File: src/rtl/nf10_axis_gearbox_pkg.sv
// Shared definitions for the AXI4-Stream width gearbox: mode selection, lane math and
// tuser field positions.
package nf10_axis_gearbox_pkg;

   typedef enum logic [1:0] {ModePass, ModeUp, ModeDown} mode_e;

   localparam int unsigned TUSER_LEN_POS = 0;

   function automatic mode_e sel_mode(input int unsigned s_w, input int unsigned m_w);
      if (m_w > s_w) return ModeUp;
      if (m_w < s_w) return ModeDown;
      return ModePass;
   endfunction

   function automatic int unsigned ratio(input int unsigned s_w, input int unsigned m_w);
      return (m_w > s_w) ? (m_w / s_w) : (s_w / m_w);
   endfunction

   function automatic int unsigned lane_bits(input int unsigned r);
      return (r > 1) ? $clog2(r) : 1;
   endfunction

   function automatic int unsigned spt_pos(input int unsigned len_w);
      return TUSER_LEN_POS + len_w;
   endfunction

   function automatic int unsigned dpt_pos(input int unsigned len_w, input int unsigned spt_w);
      return TUSER_LEN_POS + len_w + spt_w;
   endfunction

endpackage

File: src/rtl/nf10_axis_gearbox_oreg.sv
// One-deep master-side register slice; outputs are pure flops so they hold while stalled.
module nf10_axis_gearbox_oreg #(
   parameter int unsigned DATA_WIDTH  = 256,
   parameter int unsigned TUSER_WIDTH = 128
) (
   input  logic                    clk,
   input  logic                    rst,
   input  logic [DATA_WIDTH-1:0]   in_tdata,
   input  logic [DATA_WIDTH/8-1:0] in_tstrb,
   input  logic [TUSER_WIDTH-1:0]  in_tuser,
   input  logic                    in_tlast,
   input  logic                    in_tvalid,
   output logic                    in_tready,
   output logic [DATA_WIDTH-1:0]   out_tdata,
   output logic [DATA_WIDTH/8-1:0] out_tstrb,
   output logic [TUSER_WIDTH-1:0]  out_tuser,
   output logic                    out_tlast,
   output logic                    out_tvalid,
   input  logic                    out_tready
);

   assign in_tready = !out_tvalid || out_tready;

   always_ff @(posedge clk or posedge rst) begin
      if (rst) begin
         out_tdata  <= '0;
         out_tstrb  <= '0;
         out_tuser  <= '0;
         out_tlast  <= 1'b0;
         out_tvalid <= 1'b0;
      end else if (in_tready) begin
         out_tvalid <= in_tvalid;
         if (in_tvalid) begin
            out_tdata <= in_tdata;
            out_tstrb <= in_tstrb;
            out_tuser <= in_tuser;
            out_tlast <= in_tlast;
         end
      end
   end

endmodule

File: src/rtl/nf10_axis_gearbox.sv
// AXI4-Stream width converter: packs narrow beats into wide ones (UP), splits wide beats
// into narrow ones (DOWN) or register-slices (PASS); all modes share one output slice.
module nf10_axis_gearbox
   import nf10_axis_gearbox_pkg::*;
#(
   parameter int unsigned                C_S_AXIS_DATA_WIDTH    = 64,
   parameter int unsigned                C_M_AXIS_DATA_WIDTH    = 256,
   parameter int unsigned                C_TUSER_WIDTH          = 128,
   parameter int unsigned                C_LEN_WIDTH            = 16,
   parameter int unsigned                C_SPT_WIDTH            = 8,
   parameter int unsigned                C_DPT_WIDTH            = 8,
   parameter int unsigned                C_DEFAULT_VALUE_ENABLE = 0,
   parameter logic [C_SPT_WIDTH-1:0]     C_DEFAULT_SRC_PORT     = '0,
   parameter logic [C_DPT_WIDTH-1:0]     C_DEFAULT_DST_PORT     = '0
) (
   input  logic                             axi_aclk,
   input  logic                             axi_reset,
   input  logic [C_S_AXIS_DATA_WIDTH-1:0]   s_axis_tdata,
   input  logic [C_S_AXIS_DATA_WIDTH/8-1:0] s_axis_tstrb,
   input  logic [C_TUSER_WIDTH-1:0]         s_axis_tuser,
   input  logic                             s_axis_tvalid,
   output logic                             s_axis_tready,
   input  logic                             s_axis_tlast,
   output logic [C_M_AXIS_DATA_WIDTH-1:0]   m_axis_tdata,
   output logic [C_M_AXIS_DATA_WIDTH/8-1:0] m_axis_tstrb,
   output logic [C_TUSER_WIDTH-1:0]         m_axis_tuser,
   output logic                             m_axis_tvalid,
   input  logic                             m_axis_tready,
   output logic                             m_axis_tlast,
   output logic [31:0]                      pkt_count
);

   localparam int unsigned S      = C_S_AXIS_DATA_WIDTH;
   localparam int unsigned M      = C_M_AXIS_DATA_WIDTH;
   localparam mode_e       MODE   = sel_mode(S, M);
   localparam int unsigned R      = ratio(S, M);
   localparam int unsigned LW     = lane_bits(R);
   localparam int unsigned SPT_P  = spt_pos(C_LEN_WIDTH);
   localparam int unsigned DPT_P  = dpt_pos(C_LEN_WIDTH, C_SPT_WIDTH);

   logic                     ready_en_q;
   logic                     first_q;
   logic                     s_fire;
   logic [C_TUSER_WIDTH-1:0] beat_user;
   logic [M-1:0]             o_tdata;
   logic [M/8-1:0]           o_tstrb;
   logic [C_TUSER_WIDTH-1:0] o_tuser;
   logic                     o_tlast;
   logic                     o_tvalid;
   logic                     o_tready;

   function automatic logic [C_TUSER_WIDTH-1:0] fix_user(input logic [C_TUSER_WIDTH-1:0] u);
      logic [C_TUSER_WIDTH-1:0] r;
      r = u;
      if (C_DEFAULT_VALUE_ENABLE != 0) begin
         if (u[SPT_P +: C_SPT_WIDTH] == '0) r[SPT_P +: C_SPT_WIDTH] = C_DEFAULT_SRC_PORT;
         if (u[DPT_P +: C_DPT_WIDTH] == '0) r[DPT_P +: C_DPT_WIDTH] = C_DEFAULT_DST_PORT;
      end
      return r;
   endfunction

   // Holds s_axis_tready low until the first edge after reset releases.
   always_ff @(posedge axi_aclk or posedge axi_reset) begin
      if (axi_reset) ready_en_q <= 1'b0;
      else           ready_en_q <= 1'b1;
   end

   assign s_fire    = s_axis_tvalid && s_axis_tready;
   assign beat_user = first_q ? fix_user(s_axis_tuser) : '0;

   always_ff @(posedge axi_aclk or posedge axi_reset) begin
      if (axi_reset)   first_q <= 1'b1;
      else if (s_fire) first_q <= s_axis_tlast;
   end

   always_ff @(posedge axi_aclk or posedge axi_reset) begin
      if (axi_reset) begin
         pkt_count <= '0;
      end else if (m_axis_tvalid && m_axis_tready && m_axis_tlast) begin
         pkt_count <= pkt_count + 32'd1;
      end
   end

   if (MODE == ModePass) begin : g_pass
      assign s_axis_tready = ready_en_q && o_tready;
      assign o_tdata       = s_axis_tdata;
      assign o_tstrb       = s_axis_tstrb;
      assign o_tuser       = beat_user;
      assign o_tlast       = s_axis_tlast;
      assign o_tvalid      = s_fire;
   end else if (MODE == ModeUp) begin : g_up
      logic [LW-1:0]            lane_q;
      logic [M-1:0]             acc_data_q;
      logic [M/8-1:0]           acc_strb_q;
      logic [C_TUSER_WIDTH-1:0] acc_user_q;

      assign s_axis_tready = ready_en_q && o_tready;

      // The completing slave beat is merged combinationally so the master beat is
      // valid the cycle right after it is accepted.
      always_comb begin
         o_tdata = acc_data_q;
         o_tstrb = acc_strb_q;
         o_tdata[lane_q*S +: S]         = s_axis_tdata;
         o_tstrb[lane_q*(S/8) +: (S/8)] = s_axis_tstrb;
         o_tuser  = (lane_q == '0) ? beat_user : acc_user_q;
         o_tlast  = s_axis_tlast;
         o_tvalid = s_fire && ((lane_q == LW'(R - 1)) || s_axis_tlast);
      end

      always_ff @(posedge axi_aclk or posedge axi_reset) begin
         if (axi_reset) begin
            lane_q     <= '0;
            acc_data_q <= '0;
            acc_strb_q <= '0;
            acc_user_q <= '0;
         end else if (s_fire) begin
            if (o_tvalid) begin
               lane_q     <= '0;
               acc_data_q <= '0;
               acc_strb_q <= '0;
               acc_user_q <= '0;
            end else begin
               lane_q     <= lane_q + LW'(1);
               acc_data_q <= o_tdata;
               acc_strb_q <= o_tstrb;
               acc_user_q <= o_tuser;
            end
         end
      end
   end else begin : g_down
      logic [LW-1:0]            lane_q;
      logic [LW-1:0]            next_lane;
      logic                     is_final;
      logic                     push;
      logic [S-1:0]             hold_data_q;
      logic [S/8-1:0]           hold_strb_q;
      logic [C_TUSER_WIDTH-1:0] hold_user_q;
      logic                     hold_last_q;
      logic                     hold_valid_q;

      // Nearest later lane with any strobe set; none means the current lane is final.
      always_comb begin
         next_lane = lane_q;
         is_final  = 1'b1;
         for (int i = R - 1; i >= 1; i--) begin
            if ((i > int'(lane_q)) && (hold_strb_q[i*(M/8) +: (M/8)] != '0)) begin
               next_lane = LW'(i);
               is_final  = 1'b0;
            end
         end
      end

      assign o_tdata       = hold_data_q[lane_q*M +: M];
      assign o_tstrb       = hold_strb_q[lane_q*(M/8) +: (M/8)];
      assign o_tuser       = (lane_q == '0) ? hold_user_q : '0;
      assign o_tlast       = hold_last_q && is_final;
      assign o_tvalid      = hold_valid_q;
      assign push          = hold_valid_q && o_tready;
      assign s_axis_tready = ready_en_q && (!hold_valid_q || (o_tready && is_final));

      always_ff @(posedge axi_aclk or posedge axi_reset) begin
         if (axi_reset) begin
            lane_q       <= '0;
            hold_data_q  <= '0;
            hold_strb_q  <= '0;
            hold_user_q  <= '0;
            hold_last_q  <= 1'b0;
            hold_valid_q <= 1'b0;
         end else if (s_fire) begin
            lane_q       <= '0;
            hold_data_q  <= s_axis_tdata;
            hold_strb_q  <= s_axis_tstrb;
            hold_user_q  <= beat_user;
            hold_last_q  <= s_axis_tlast;
            hold_valid_q <= 1'b1;
         end else if (push) begin
            if (is_final) begin
               lane_q       <= '0;
               hold_valid_q <= 1'b0;
            end else begin
               lane_q <= next_lane;
            end
         end
      end
   end

   nf10_axis_gearbox_oreg #(
      .DATA_WIDTH  (M),
      .TUSER_WIDTH (C_TUSER_WIDTH)
   ) u_oreg (
      .clk        (axi_aclk),
      .rst        (axi_reset),
      .in_tdata   (o_tdata),
      .in_tstrb   (o_tstrb),
      .in_tuser   (o_tuser),
      .in_tlast   (o_tlast),
      .in_tvalid  (o_tvalid),
      .in_tready  (o_tready),
      .out_tdata  (m_axis_tdata),
      .out_tstrb  (m_axis_tstrb),
      .out_tuser  (m_axis_tuser),
      .out_tlast  (m_axis_tlast),
      .out_tvalid (m_axis_tvalid),
      .out_tready (m_axis_tready)
   );

endmodule
File: config.mk
export PLATFORM = sky130hd
export DESIGN_NAME = nf10_axis_gearbox
export DESIGN_NICKNAME = d
export VERILOG_FILES = /design/src/rtl/nf10_axis_gearbox_pkg.sv /design/src/rtl/nf10_axis_gearbox_oreg.sv /design/src/rtl/nf10_axis_gearbox.sv
export SDC_FILE = /design/constraint.sdc
export NUM_CORES = 2
export LEC_CHECK = 0
export BUFFER_PORTS_ARGS = -buffer_cell sky130_fd_sc_hd__buf_4
export CELL_PAD_IN_SITES_DETAIL_PLACEMENT = 1
export CELL_PAD_IN_SITES_GLOBAL_PLACEMENT = 1
export CORE_ASPECT_RATIO = 0.5
export CORE_MARGIN = 2
export CORE_UTILIZATION = 40
export CTS_CLUSTER_SIZE = 40
export DETAILED_ROUTE_END_ITERATION = 8
export GPL_TIMING_DRIVEN = 0
export HOLD_SLACK_MARGIN = 0.05
export PLACE_DENSITY = 0.73
export SYNTH_ARGS = -nofsm -noshare
export SYNTH_HDL_FRONTEND = slang
export SYNTH_SLANG_ARGS = --single-unit
File: constraint.sdc
create_clock -name axi_aclk -period 32.4 [get_ports axi_aclk]
set_clock_uncertainty 0.2 [all_clocks]
set_input_delay 4.86 -clock axi_aclk [delete_from_list [all_inputs] [get_ports axi_aclk]]
set_output_delay 4.86 -clock axi_aclk [all_outputs]
set_load 0.01 [all_outputs]
Word level (Yosys, flattened, before mapping)
Cells that the tools add are included.

word-level totals
  word-level logic and storage cells = 39
  bits of input ports = 205
  output and inout bits = 451
  register bits = 870

operators by class
  $add $sub $neg = 4
  multiplexer cells = 8
  shift-type cells = 4
  reductions and logical operators = 10
  equal/unequal tests = 1

operators with widths
  operator                                                                   count
  128-bit 2-to-1 mux                                                         3
  256-bit bitwise mux                                                        1
  256-bit 2-to-1 mux                                                         1
  64-bit by 34-bit variable shift with 256-bit output, first input constant  1
  64-bit by 34-bit indexed part select with 256-bit output                   1
  5-bit negation with 34-bit output                                          1
  8-bit negation with 34-bit output                                          1
  8-bit by 34-bit variable shift with 32-bit output, first input constant    1
  8-bit by 34-bit indexed part select with 32-bit output                     1
  32-bit by 1-bit adder with 32-bit output, second input constant            1
  32-bit bitwise mux                                                         1
  32-bit 2-to-1 mux                                                          1
  1-bit logical AND                                                          5
  2-bit by 1-bit adder with 2-bit output, second input constant              1
  2-bit == test, second input constant                                       1
  2-bit zero test                                                            1
  1-bit logical OR                                                           2
  2-bit 2-to-1 mux                                                           1
  2-bit AND reduction                                                        1
  1-bit zero test                                                            1

Logic depth before layout (Yosys ltp)
  word-level depth = 6
  gate-level depth with buffers = 9

Cells and area by module
Synthesis repeated with hierarchy kept, for this count alone.

second synthesis, totals
  cells, all modules = 3512
  area, all modules = 38206.6 um^2

by module, submodules not included
  module                  sequential area each (um^2)  cells an instance  times used  area each (um^2)
  nf10_axis_gearbox       11312.1                      2627               1           22155.0
  nf10_axis_gearbox_oreg  10460.0                      885                1           16051.6

Least setup slack after synthesis
Ideal clock, no wire load.

  kind = input -> output
  from = input port m_axis_tready
  to = output port s_axis_tready
  stages = 2
  required time = 27.340 ns
  path buffers = 0
  setup slack = 22.124 ns
  data arrival time = 5.216 ns
  path through = nand2b_1 > and2_1

between the ends
  cells in the longest elaborated chain, start to end = 2

ends and longest elaborated chain
  element            RTL line                      RTL
  from (decl)        nf10_axis_gearbox.sv:28       input logic m_axis_tready,
  1-bit logical OR   nf10_axis_gearbox_oreg.sv:22  assign in_tready = !out_tvalid || out_tready;
  1-bit logical AND  nf10_axis_gearbox.sv:97       assign s_axis_tready = ready_en_q && o_tready;
  to (decl)          nf10_axis_gearbox.sv:22       output logic s_axis_tready,

No other way between the ends.

Worst setup path in the final report
Ends and elaborated chain as after synthesis.

==> flow_metrics.py <==
metrics = {
    "floorplan": {
        "dieArea_sq_mm": 0.09331,
        "die-height_um": 217.0,
        "coreArea_sq_mm": 0.09027,
        "rows": 78,
        "die_w_um": 430.0,
        "start_util": 0.4020,
        "ioPinCount": 656,
    },
    "timing": {
        "hold_viol": 0,
        "maxSlewHeadroom": 0.01059,
        "fin_hold_ws_ns": 0.2793,
        "rsz0062_at_grt": "no",
        "setup_violations": 0,
        "fin_crit_ns": 10.66,
        "finalCritPeriodShare": 0.3290,
        "drv_slew": 0,
        "tightestPinTransition_ns": 1.484,
        "fmax_mhz": 93.81,
    },
    "hold_path": {
        "min-delay-start": "pkt_count[31]$_DFFE_PP0P_",
        "hp-class": "reg2reg",
    },
    "final_layout": {
        "layout_commonest_cell": "dfrtp_1",
        "final_cell_mix": "dfrtp_1, a21oi_1, buf_4, nor2_1, buf_2",
        "fillers": 9921,
        "nNetsFinal": 4344,
        "area_delta_synth_final_pct": 23.93,
        "stdcell_area_sq_mm": 0.04498,
        "drive_gt1_frac": 0.2308,
        "fin_cells": 5393,
    },
    "power_and_ir_drop": {
        "comb_power_share": 0.256,
        "p_int_w": 0.002118,
        "pwr-share-clk": 0.307,
        "finalPower_w": 0.003152,
        "netSwitchingFraction": 0.3281,
        "powerDensity_mw_per_mm2": 70.08,
        "switchingPower_w": 0.001034,
        "pwr-share-seq": 0.437,
        "peakVddDrop_v": 0.00003521,
        "leakagePower_nw": 21.44,
    },
    "global_route": {
        "grt_max_degree": 128,
        "grt_antenna_before_repair": 14,
        "grt.overflow.total": 0,
        "grt_pass1_wl_mm": 202.8,
        "grt_usage": 0.2816,
        "grt_pass1_vias": 32540,
    },
    "synth": {
        "synth_edf_count": 0,
        "syn-num-nets": 3668,
        "yosysSeqAreaShare": 0.5999,
        "yosysTopAreaCellShare": 0.5992,
        "syn_area_sq_mm": 0.03629,
        "yosys_register_bits": 870,
        "synth-main-ff-cell": "dfrtp_1",
        "yosysWarnings": 0,
        "postSynthCellCount": 3457,
        "synth_area_leader_cell": "dfrtp_1",
        "synth.distinct_cells": 41,
        "avgSynthCellArea_sq_um": 10.50,
        "synthTopCellsByArea": "dfrtp_1, a21oi_1, a22o_1, nor2_1, nor2b_1",
        "async_flop_share": 1.000,
    },
    "setup_path": {
        "worst_setup_path_start_kind": "primary input",
        "crit_type": "in2out",
        "regToRegStartpoint": "g_up.lane_q[0]$_DFFE_PP0P_",
        "worst_ep_arrival_time_ns": 5.60,
        "cp_max_fo": 5,
        "crit_start": "m_axis_tready",
        "cp-end-kind": "output port",
        "required_ns": 27.34,
    },
    "routing": {
        "dr.pass1.iters": 5,
        "drc": 0,
        "viasPerCell": 5.682,
        "routed.top_layer": "met5",
        "antenna_left": 0,
        "met3_length_mm": 6.825,
        "wl_per_cell_um": 24.85,
        "vias": 30650,
        "wl_met1_mm": 55.46,
        "drtIter0Drc": 2105,
        "routed_wl_mm": 134.0,
        "dr_wl_met2_mm": 66.99,
    },
    "cts": {
        "cts_root_buffer": "clkbuf_16",
        "hold_buffers": 0,
        "cts_buffer_depth": 3,
        "postCtsResizedCells": 0,
        "cts_inserted_buffers": 82,
        "clk_latency_ns": 0.67,
        "clkSinkCount": 870,
        "cts_tree": "built",
        "ctsHtreeMaxLevel": 3,
        "clkTransAtPathRegs_ns": 0.07,
        "post_cts_buffers": 0,
    },
    "placement": {
        "gp_congestion": 0.8161,
        "place_hpwl_mm": 95.19,
        "port_buffers": 583,
        "numPlacedInstances": 5249,
        "placed_cell_area_sq_mm": 0.04242,
    },
    "run_status": {
        "status": "complete, no violations",
    },
    "flow_run": {
        "drv_cap": 0,
    },
}
[final timing paths]
kind,endpoint,slack [ns],depth (start not counted)
hold / removal,pkt_count[31]$_DFFE_PP0P_,0.28,1
setup reg to reg,u_oreg.out_tstrb[2]$_DFFE_PP0P_,28.75,7
max in group asynchronous,g_up.acc_user_q[59]$_DFFE_PP0P_,25.74,5
setup / recovery,s_axis_tready,21.74,4
min in group asynchronous,u_oreg.out_tdata[171]$_DFFE_PP0P_,4.06,2
hold reg to reg,pkt_count[31]$_DFFE_PP0P_,0.28,1
[state kept, by name (all words and copies together), names as in the netlist]
| register | cells |
|---|---|
| u_oreg.out_tstrb | 32 |
| u_oreg.out_tdata | 256 |
| pkt_count | 32 |
| g_up.acc_data_q | 256 |
| u_oreg.out_tvalid | 1 |
| g_up.lane_q | 2 |
| first_q | 1 |
| u_oreg.out_tlast | 1 |
| g_up.acc_strb_q | 32 |
| g_up.acc_user_q | 128 |
| u_oreg.out_tuser | 128 |
| ready_en_q | 1 |
[stage by stage]
stage,setup slack (ns),TNS (ns),utilization
2_1_floorplan,2.892,0,-
3_3_place_gp,-6.730,-5706.26,0.4672
3_5_place_dp,21.76,0,0.4700
4_1_cts,21.75,0,0.4981
5_1_grt,21.72,0,0.4982
6_report,21.74,0,0.4983
[worst max-delay path, stage by stage]
cell      delay [ns]
buf_4           0.16
nand2b_1        0.21
and2_1          0.20
buf_4           0.16
[layer usage]
metal,vias to the layer above,GRT usage
met5,-,0
met4,6,0.09519
met3,209,0.05171
met2,754,0.4839
met1,16130,0.3595
li1,13550,-
[power groups by stage]
| stage | registers [W] | logic [W] | clock network, W |
|---|---|---|---|
| 2_1_floorplan | 0.00143 | 0.000324 | 0 |
| 3_5_place_dp | 0.00139 | 0.000809 | 0 |
| 3_3_place_gp | 0.00139 | 0.000781 | 0 |
| 4_1_cts | 0.00138 | 0.000815 | 0.000984 |
| 6_report | 0.00138 | 0.000808 | 0.000967 |
| 5_1_grt | 0.00139 | 0.000873 | 0.00103 |
[cells by family after synthesis]
group	after synthesis	share of synthesized area
other	1	0.0001033
xor gates and xnor gates	31	0.007481
buffers and inverters	380	0.04816
and+or+nand+nor	912	0.1236
AOI/OAI and AO/OA	1256	0.2184
muxes	1	0.0003102
adders and majority gates	6	0.002068
DFF	870	0.5999
[area by class of cell]
type / count / area (sq um) / area share
clock buffer: 115 / 2287 / 0.05085
inverter: 6 / 30.03 / 0.0006676
buffer: 374 / 1725 / 0.03836
antenna: 7 / 17.52 / 0.0003894
multi-input combinational: 2207 / 12780 / 0.2842
timing repair buffer: 592 / 4612 / 0.1025
tap: 1200 / 1501 / 0.03338
sequential: 870 / 21770 / 0.4840
clock inverter: 22 / 250.2 / 0.005563
[synthesized netlist by cell type, types with 5 or more instances]
| cell type | instances |
|---|---|
| nand4_1 | 13 |
| a22o_1 | 217 |
| xnor2_1 | 27 |
| nor2_1 | 491 |
| and3_1 | 135 |
| nor3_1 | 5 |
| clkbuf_1 | 124 |
| buf_2 | 238 |
| a32o_1 | 128 |
| nand3_1 | 14 |
| a22oi_1 | 72 |
| dfrtp_1 | 869 |
| a21oi_1 | 832 |
| nand2_1 | 13 |
| ha_1 | 6 |
| nor2b_1 | 222 |
| inv_1 | 5 |
| buf_4 | 5 |
Note: power is estimated with default switching activity, not from simulation.
